--- config.mk ---
export PLATFORM = sky130hd
export DESIGN_NAME = seg_capture
export DESIGN_NICKNAME = d
export VERILOG_FILES = /design/src/rtl/seg_capture.sv
export SDC_FILE = /design/constraint.sdc
export NUM_CORES = 1
export LEC_CHECK = 0
export ABC_AREA = 1
export CAP_MARGIN = 0
export CORE_MARGIN = 10
export CORE_UTILIZATION = 61
export CTS_BUF_LIST = sky130_fd_sc_hd__clkbuf_8
export DETAILED_ROUTE_END_ITERATION = 10
export GPL_TIMING_DRIVEN = 0
export PLACE_DENSITY_LB_ADDON = 0.12
export SYNTH_ARGS = -nofsm -noshare
export SYNTH_HDL_FRONTEND = slang
export SYNTH_SLANG_ARGS = --single-unit
--- constraint.sdc ---
create_clock -name clk -period 3.45 [get_ports clk]
set_input_delay 0.8625 -clock clk [delete_from_list [all_inputs] [get_ports clk]]
set_output_delay 0.8625 -clock clk [all_outputs]
set_load 0.005 [all_outputs]
--- src/rtl/seg_capture.sv ---
// Seven-segment display snooper: watches the multiplexed segment/digit-enable
// lines of a 4-digit display, waits for each digit to settle, decodes it to a
// hex nibble and publishes the full 16-bit frame once all four digits are seen.
module seg_capture #(
   parameter int unsigned STABLE_CYC = 4,
   parameter int unsigned TIMEOUT    = 1000
) (
   input  logic        clk,
   input  logic        rst,
   input  logic [6:0]  seg_n,
   input  logic [3:0]  an_n,
   output logic [15:0] value,
   output logic        valid,
   output logic        err
);

   typedef enum logic {StIdle, StCollect} state_t;

   // Sampling / stability tracking
   logic [10:0] s_q;
   logic [7:0]  cnt_q;

   // Frame assembly state
   state_t      state_q;
   logic [3:0]  mask_q;
   logic        ferr_q;
   logic [15:0] idle_q;
   logic [15:0] dig_q;
   logic [15:0] value_q;
   logic        valid_q;
   logic        err_q;

   // Combinational helpers
   logic [10:0] samp;
   logic        same;
   logic        stable_hit;
   logic        sel_ok;
   logic [1:0]  sel_idx;
   logic [3:0]  sel_bit;
   logic        capture;
   logic        unrec;
   logic [3:0]  nib;
   logic [3:0]  mask_new;
   logic [15:0] dig_new;

   // Active-high abcdefg pattern to {unrecognised, nibble}
   function automatic logic [4:0] decode_seg(input logic [6:0] p);
      logic [4:0] r;
      case (p)
         7'h7E:   r = 5'h00;
         7'h30:   r = 5'h01;
         7'h6D:   r = 5'h02;
         7'h79:   r = 5'h03;
         7'h33:   r = 5'h04;
         7'h5B:   r = 5'h05;
         7'h5F:   r = 5'h06;
         7'h70:   r = 5'h07;
         7'h7F:   r = 5'h08;
         7'h7B:   r = 5'h09;
         7'h77:   r = 5'h0A;
         7'h1F:   r = 5'h0B;
         7'h4E:   r = 5'h0C;
         7'h3D:   r = 5'h0D;
         7'h4F:   r = 5'h0E;
         7'h47:   r = 5'h0F;
         default: r = 5'h10;
      endcase
      return r;
   endfunction

   // Capture strobe, digit select, decode and merged digit image
   always_comb begin
      samp       = {an_n, seg_n};
      same       = (samp == s_q);
      stable_hit = same && (cnt_q == 8'(STABLE_CYC - 1));

      sel_ok  = 1'b1;
      sel_idx = 2'd0;
      case (an_n)
         4'b1110: sel_idx = 2'd0;
         4'b1101: sel_idx = 2'd1;
         4'b1011: sel_idx = 2'd2;
         4'b0111: sel_idx = 2'd3;
         default: sel_ok  = 1'b0;
      endcase
      sel_bit = 4'b0001 << sel_idx;

      {unrec, nib} = decode_seg(~seg_n);
      capture      = stable_hit && sel_ok;

      mask_new = mask_q | sel_bit;
      dig_new  = dig_q;
      dig_new[{sel_idx, 2'b00} +: 4] = nib;
   end

   // Input sampling and saturating stability counter
   always_ff @(posedge clk) begin
      if (rst) begin
         s_q   <= '1;
         cnt_q <= '0;
      end else begin
         s_q <= samp;
         if (!same) begin
            cnt_q <= '0;
         end else if (cnt_q != 8'(STABLE_CYC)) begin
            cnt_q <= cnt_q + 8'd1;
         end
      end
   end

   // Frame FSM: collect four digits in any order, publish or time out
   always_ff @(posedge clk) begin
      if (rst) begin
         state_q <= StIdle;
         mask_q  <= '0;
         ferr_q  <= 1'b0;
         idle_q  <= '0;
         dig_q   <= '0;
         value_q <= '0;
         valid_q <= 1'b0;
         err_q   <= 1'b0;
      end else begin
         valid_q <= 1'b0;
         case (state_q)
            StIdle: begin
               if (capture) begin
                  dig_q   <= dig_new;
                  mask_q  <= sel_bit;
                  ferr_q  <= unrec;
                  idle_q  <= '0;
                  state_q <= StCollect;
               end
            end
            StCollect: begin
               if (capture) begin
                  // Capture beats a coincident timeout
                  idle_q <= '0;
                  dig_q  <= dig_new;
                  if (mask_new == 4'hF) begin
                     value_q <= dig_new;
                     valid_q <= 1'b1;
                     err_q   <= ferr_q | unrec;
                     mask_q  <= '0;
                     ferr_q  <= 1'b0;
                     state_q <= StIdle;
                  end else begin
                     mask_q <= mask_new;
                     ferr_q <= ferr_q | unrec;
                  end
               end else if (idle_q == 16'(TIMEOUT)) begin
                  mask_q  <= '0;
                  ferr_q  <= 1'b0;
                  idle_q  <= '0;
                  state_q <= StIdle;
               end else begin
                  idle_q <= idle_q + 16'd1;
               end
            end
            default: state_q <= StIdle;
         endcase
      end
   end

   assign value = value_q;
   assign valid = valid_q;
   assign err   = err_q;

endmodule

Word level (Yosys, flattened, before mapping). Index checks and enable logic that the tools add are counted.

Bits of input ports: 13. Bits in registers: 75. Output and inout bits: 18.

Shift operators: 3. Reduce and logical (&&, ||, !) cells: 7. $add $sub $neg: 3. Mux-type cells: 25. Equality and inequality tests: 27. Bitwise operators: 6.

Operators by type and width (number): $eq A7 B7 Y1 const B (12); $pmux W5 S16 (1); $mux W16 (4); $pmux W16 S2 (1); $eq A7 B6 Y1 const B (3); $add A16 B1 Y16 const B (1); $bwmux W16 (1); $eq A16 B10 Y1 const B (1); $eq A4 B4 Y1 const B (4); $mux W4 (4); $shift A4 B6 Y16 const A (1); $shiftx A4 B6 Y16 (1); $eq A11 B11 Y1 (1); $mux W1 (10); $add A8 B1 Y8 const B (1); $eq A8 B2 Y1 const B (1); $ne A8 B3 Y1 const B (1); $pmux W4 S2 (1); $eq A7 B5 Y1 const B (1); $not A7 Y7 (1); $neg A4 Y6 (1); $pmux W2 S3 (1); $eq A4 B3 Y1 const B (1); $or A4 B4 Y4 (1); other kinds (12) (16).

Longest topological paths before layout.
Word-level depth: 8. Mapped depth: 15. Depth with buffers taken out: 15.

Worst setup path before layout. Ideal clock, no wire load.

Kind: input-to-reg. Start point: input port an_n[2]. End point: register value_q[11] (netlist: value[11]). Stages on the path: 15. Arrival time: 2.612 ns. Data required time: 3.391 ns. Path slack: 0.779 ns. Library setup time: 0.059 ns. Cell sequence: nand2_1 inv_1 nand3_1 nand2_1 inv_1 ha_1 nor2_1 nor2_1 nand2_1 inv_1 nand3_4 nor2_8 buf_8 nand2_1 nand2_1.

Word-level cells in the longest chain between the ends: 6.

Ends and longest elaborated chain: start, declared (line 11) `input logic [3:0] an_n,`; parallel branches: the longest is 6 deep, another holds $neg A4 Y6; end signal, assigned (line 140) `value_q <= dig_new;`; end, declared (line 29) `logic [15:0] value_q;`.

Several ways; the timed one is not identified. A chain may end at the register's enable or synchronous reset.

Worst setup path after layout.
Start point: input port an_n[2]. End point: register value_q[10] (netlist: value[10]).

The elaborated chain is that of the path after synthesis.

==> results list <==
* Logic gate share of total power: roughly 6.2%
- The core region is about 6700 µm².
* Count of final setup violators: 0
* Number of violations of the max-capacitance limit: 0
* Clock tree skew after final layout: between 0.01 and 0.015 ns
- Count of nets after finishing: 700
- CTS built an H-tree with a depth of 3.
- TritonCTS built the clock tree.
- In this run the count of I/O pins placed on the die edge is 31.
- In the layout the commonest cells are sky130_fd_sc_hd__nand2_1, sky130_fd_sc_hd__inv_1, sky130_fd_sc_hd__dfxtp_1.
* Syn Area/Cell: around 6.6 µm²
- Antenna violations before repair: 0
* Via count of the first global-routing pass: roughly 3800
- The worst setup path is launched from an input port.
- Clock-pin slew was measured on the worst setup and hold paths at roughly 0.08 ns.
* Largest net degree at the start of global routing: 14
* Worst hold slack: roughly 0.47 ns
* Critical path data arrival time: 3.50 ns
* Count of non-filler cells in the finished layout: 761
* Die Height: 103 µm
* Clock Latency Late Sink: ~0.37 ns
* Share of cells above drive strength 1: between 6 and 7%
- Leakage power summed over all cells: 0.00232 µW
- #FFs+latches synth: 75
- In this run, the clock network consumes between 40% and 50% of the power.
* Hold-fix buffer count after cts: 0
- The tree is rooted in a sky130_fd_sc_hd__clkbuf_8.
- Setup repair after global routing left no endpoint under its margin.
- Outcome: complete, no violations
- Flop pwr share: between 40% and 50%
- The floorplan has 30 rows.
- Detail Route Antenna Nets: 0
- In this run the worst path has a maximum fanout of 13.
* Post-layout min period: ~3.2 ns
- Wire length of the first global-routing pass: between 15000 and 20000 µm
* Power Dens Cells: between 300 and 400 nW/µm²
- The clock passes through at most 2 buffers.
- The final hold violation count came to 0.
- Path class of the lowest-slack min-delay path: register to register
- After synthesis, flip-flops and latches occupy 36.0% of the total area.
- After technology mapping, the gate count stands at about 640.
* Relative max-transition margin: about three fifths
* Total of buffers placed on input and output ports: 30
- In this run, the number of DRC markers left after iteration 0 of detailed routing was 166.
- The initial utilization of the core area, before any placement, comes to between 60% and 70%.
- Required time reported for the critical path endpoint: approximately 3.8 ns
* Layout overhead on the synthesized area: 16.0%
* Type of destination of the critical path: register
* Switch share: 22.5%
- Static timing analysis puts the maximum clock frequency at around 310 MHz.
- The die is 103 µm wide.
* Net count after synthesis: roughly 660
- DR pass1 iterations: 7
- Overall fraction of global-route tracks in use: between 10% and 20%
- After detailed routing, the number of remaining DRC violations is 0.
* Final weighted congestion of routability-driven global placement: about 0.9
- VDD sags by at most between 200 and 300 µV.
* Sum of routed wire length over all layers: 9670 µm
* Number of antenna cells inserted: 0
* Worst Tran Pin Value: about 0.62 ns
- Via count: about 4100
* Sw power: ~430 µW
* Num CTS Buffers: 9
- Setup CP Type: input port to register
* Number of instances in the placed design: about 750
- Global route overflow: 0
* HPWL after detailed placement: 7290 µm
* Design internal power: about 1500 µW
* DR vias/cell: approximately 5.4
* Die area: between 10000 and 15000 µm²
* Area of the mapped netlist: between 4000 and 5000 µm²
- The library cell used most frequently in the layout, excluding fill and tap cells, is sky130_fd_sc_hd__nand2_1.
- Final Max Slew Viols: 0
* Yosys warnings: 0
- Distinct cell type count after synthesis: 33
* Number of buffers inserted to repair setup after CTS: 0
- Once the clock tree was built, the resizer swapped 0 gates to a different size.
* Total number of clock tree sinks: 75
* Final cycle utilization of the critical path: between 90 and 100%
* Wire per inst: approximately 13 µm
through the flow:
step	power [µW]	setup WS [ns]	instance area, µm²	TNS, ns	util, %
CTS	1900	0.153	4840	0	72.0
global placement	1010	-0.144	4570	-1.99	68.0
floorplan	968	0.779	4170	0	-
detailed placement	1010	-0.228	4570	-4.97	68.0
finish	1890	0.264	4840	0	72.0
global route	1960	0.0423	4840	0	72.0
path summary, 6_finish.rpt:
path,startpoint,to,slack (ns),cells after the start
setup / recovery,an_n[2],value[10],0.26,16
hold / removal,value[4],value[4],0.47,2
setup reg to reg,cnt_q[1],idle_q[14],1.37,10
hold reg to reg,value[4],value[4],0.47,2
cells by family (layout without fill, tap and decap cells):
family	Yosys count	after routing	synth area share, %
flip-flops	75	75	36.0
adder cells (fa/ha/maj)	11	11	3.30
AND/OR/NAND/NOR	368	368	38.6
buffers and inverters	105	151	10.2
XOR/XNOR	17	17	3.57
AO/OA/AOI/OAI	59	59	8.34
per-layer routing:
layer | GRT usage, % | vias up | wire [µm]
met5 | 0 | - | 0
met4 | 9.44 | 0 | 251
met3 | 3.82 | 24 | 505
met2 | 33.6 | 105 | 4840
met1 | 22.1 | 1882 | 4070
li1 | - | 2106 | -
synth_stat cells, drive strengths merged:
cell type / number / area, µm²
and3: 1 / 6.26
buf: 8 / 61.3
nor3: 11 / 55.1
o211a: 1 / 10.0
dfxtp: 75 / 1500
nand2: 188 / 708
a31o: 1 / 8.76
a21oi: 23 / 115
nand4: 18 / 113
o211ai: 4 / 30.0
a31oi: 1 / 6.26
nor3b: 3 / 22.5
ha: 11 / 138
nor2: 70 / 297
o21ai: 16 / 80.1
inv: 86 / 323
xor2: 9 / 78.8
xnor2: 8 / 70.1
nand3: 76 / 403
or2: 1 / 6.26
clkbuf: 11 / 41.3
o21a: 13 / 97.6
layout make-up:
class                      count  area (µm²)
tap                           80         100
buffer                        19         104
sequential                    75        1500
inverter                      86         323
timing repair buffer          30         300
multi-input combinational    455        2250
fill                         566        1880
clock buffer                   9         124
clock inverter                 7         140
registers in the layout, summed over array words and instances (netlist names):
name and cells:
s_q 11, state_q 1, dig_q 16, ferr_q 1, err 1, idle_q 16
cnt_q 8, value 16, valid 1, mask_q 4
power groups by stage:
| stage | Sequential (µW) | Clock (µW) | Combinational [µW] |
|---|---|---|---|
| 3_3_place_gp | 895 | 0 | 113 |
| 4_1_cts | 874 | 908 | 117 |
| 3_5_place_dp | 895 | 0 | 116 |
| 5_1_grt | 876 | 956 | 132 |
| 2_1_floorplan | 895 | 0 | 73.6 |
| 6_report | 875 | 897 | 118 |
critical path, cell delays in order:
cell                              delay [ns]
sky130_fd_sc_hd__clkdlybuf4s50_1        0.48
sky130_fd_sc_hd__nand2_1                0.13
sky130_fd_sc_hd__inv_1                  0.06
sky130_fd_sc_hd__nand3_1                0.09
sky130_fd_sc_hd__nand2_2                0.17
sky130_fd_sc_hd__inv_1                  0.26
sky130_fd_sc_hd__ha_1                   0.35
sky130_fd_sc_hd__nor2_1                 0.10
sky130_fd_sc_hd__nor2_1                 0.12
sky130_fd_sc_hd__nand2_1                0.09
sky130_fd_sc_hd__inv_1                  0.12
sky130_fd_sc_hd__nand3_4                0.18
sky130_fd_sc_hd__nor2_8                 0.21
sky130_fd_sc_hd__buf_8                  0.15
sky130_fd_sc_hd__nand2_1                0.05
sky130_fd_sc_hd__nand2_1                0.06
Power figures use the tool's default switching activity.
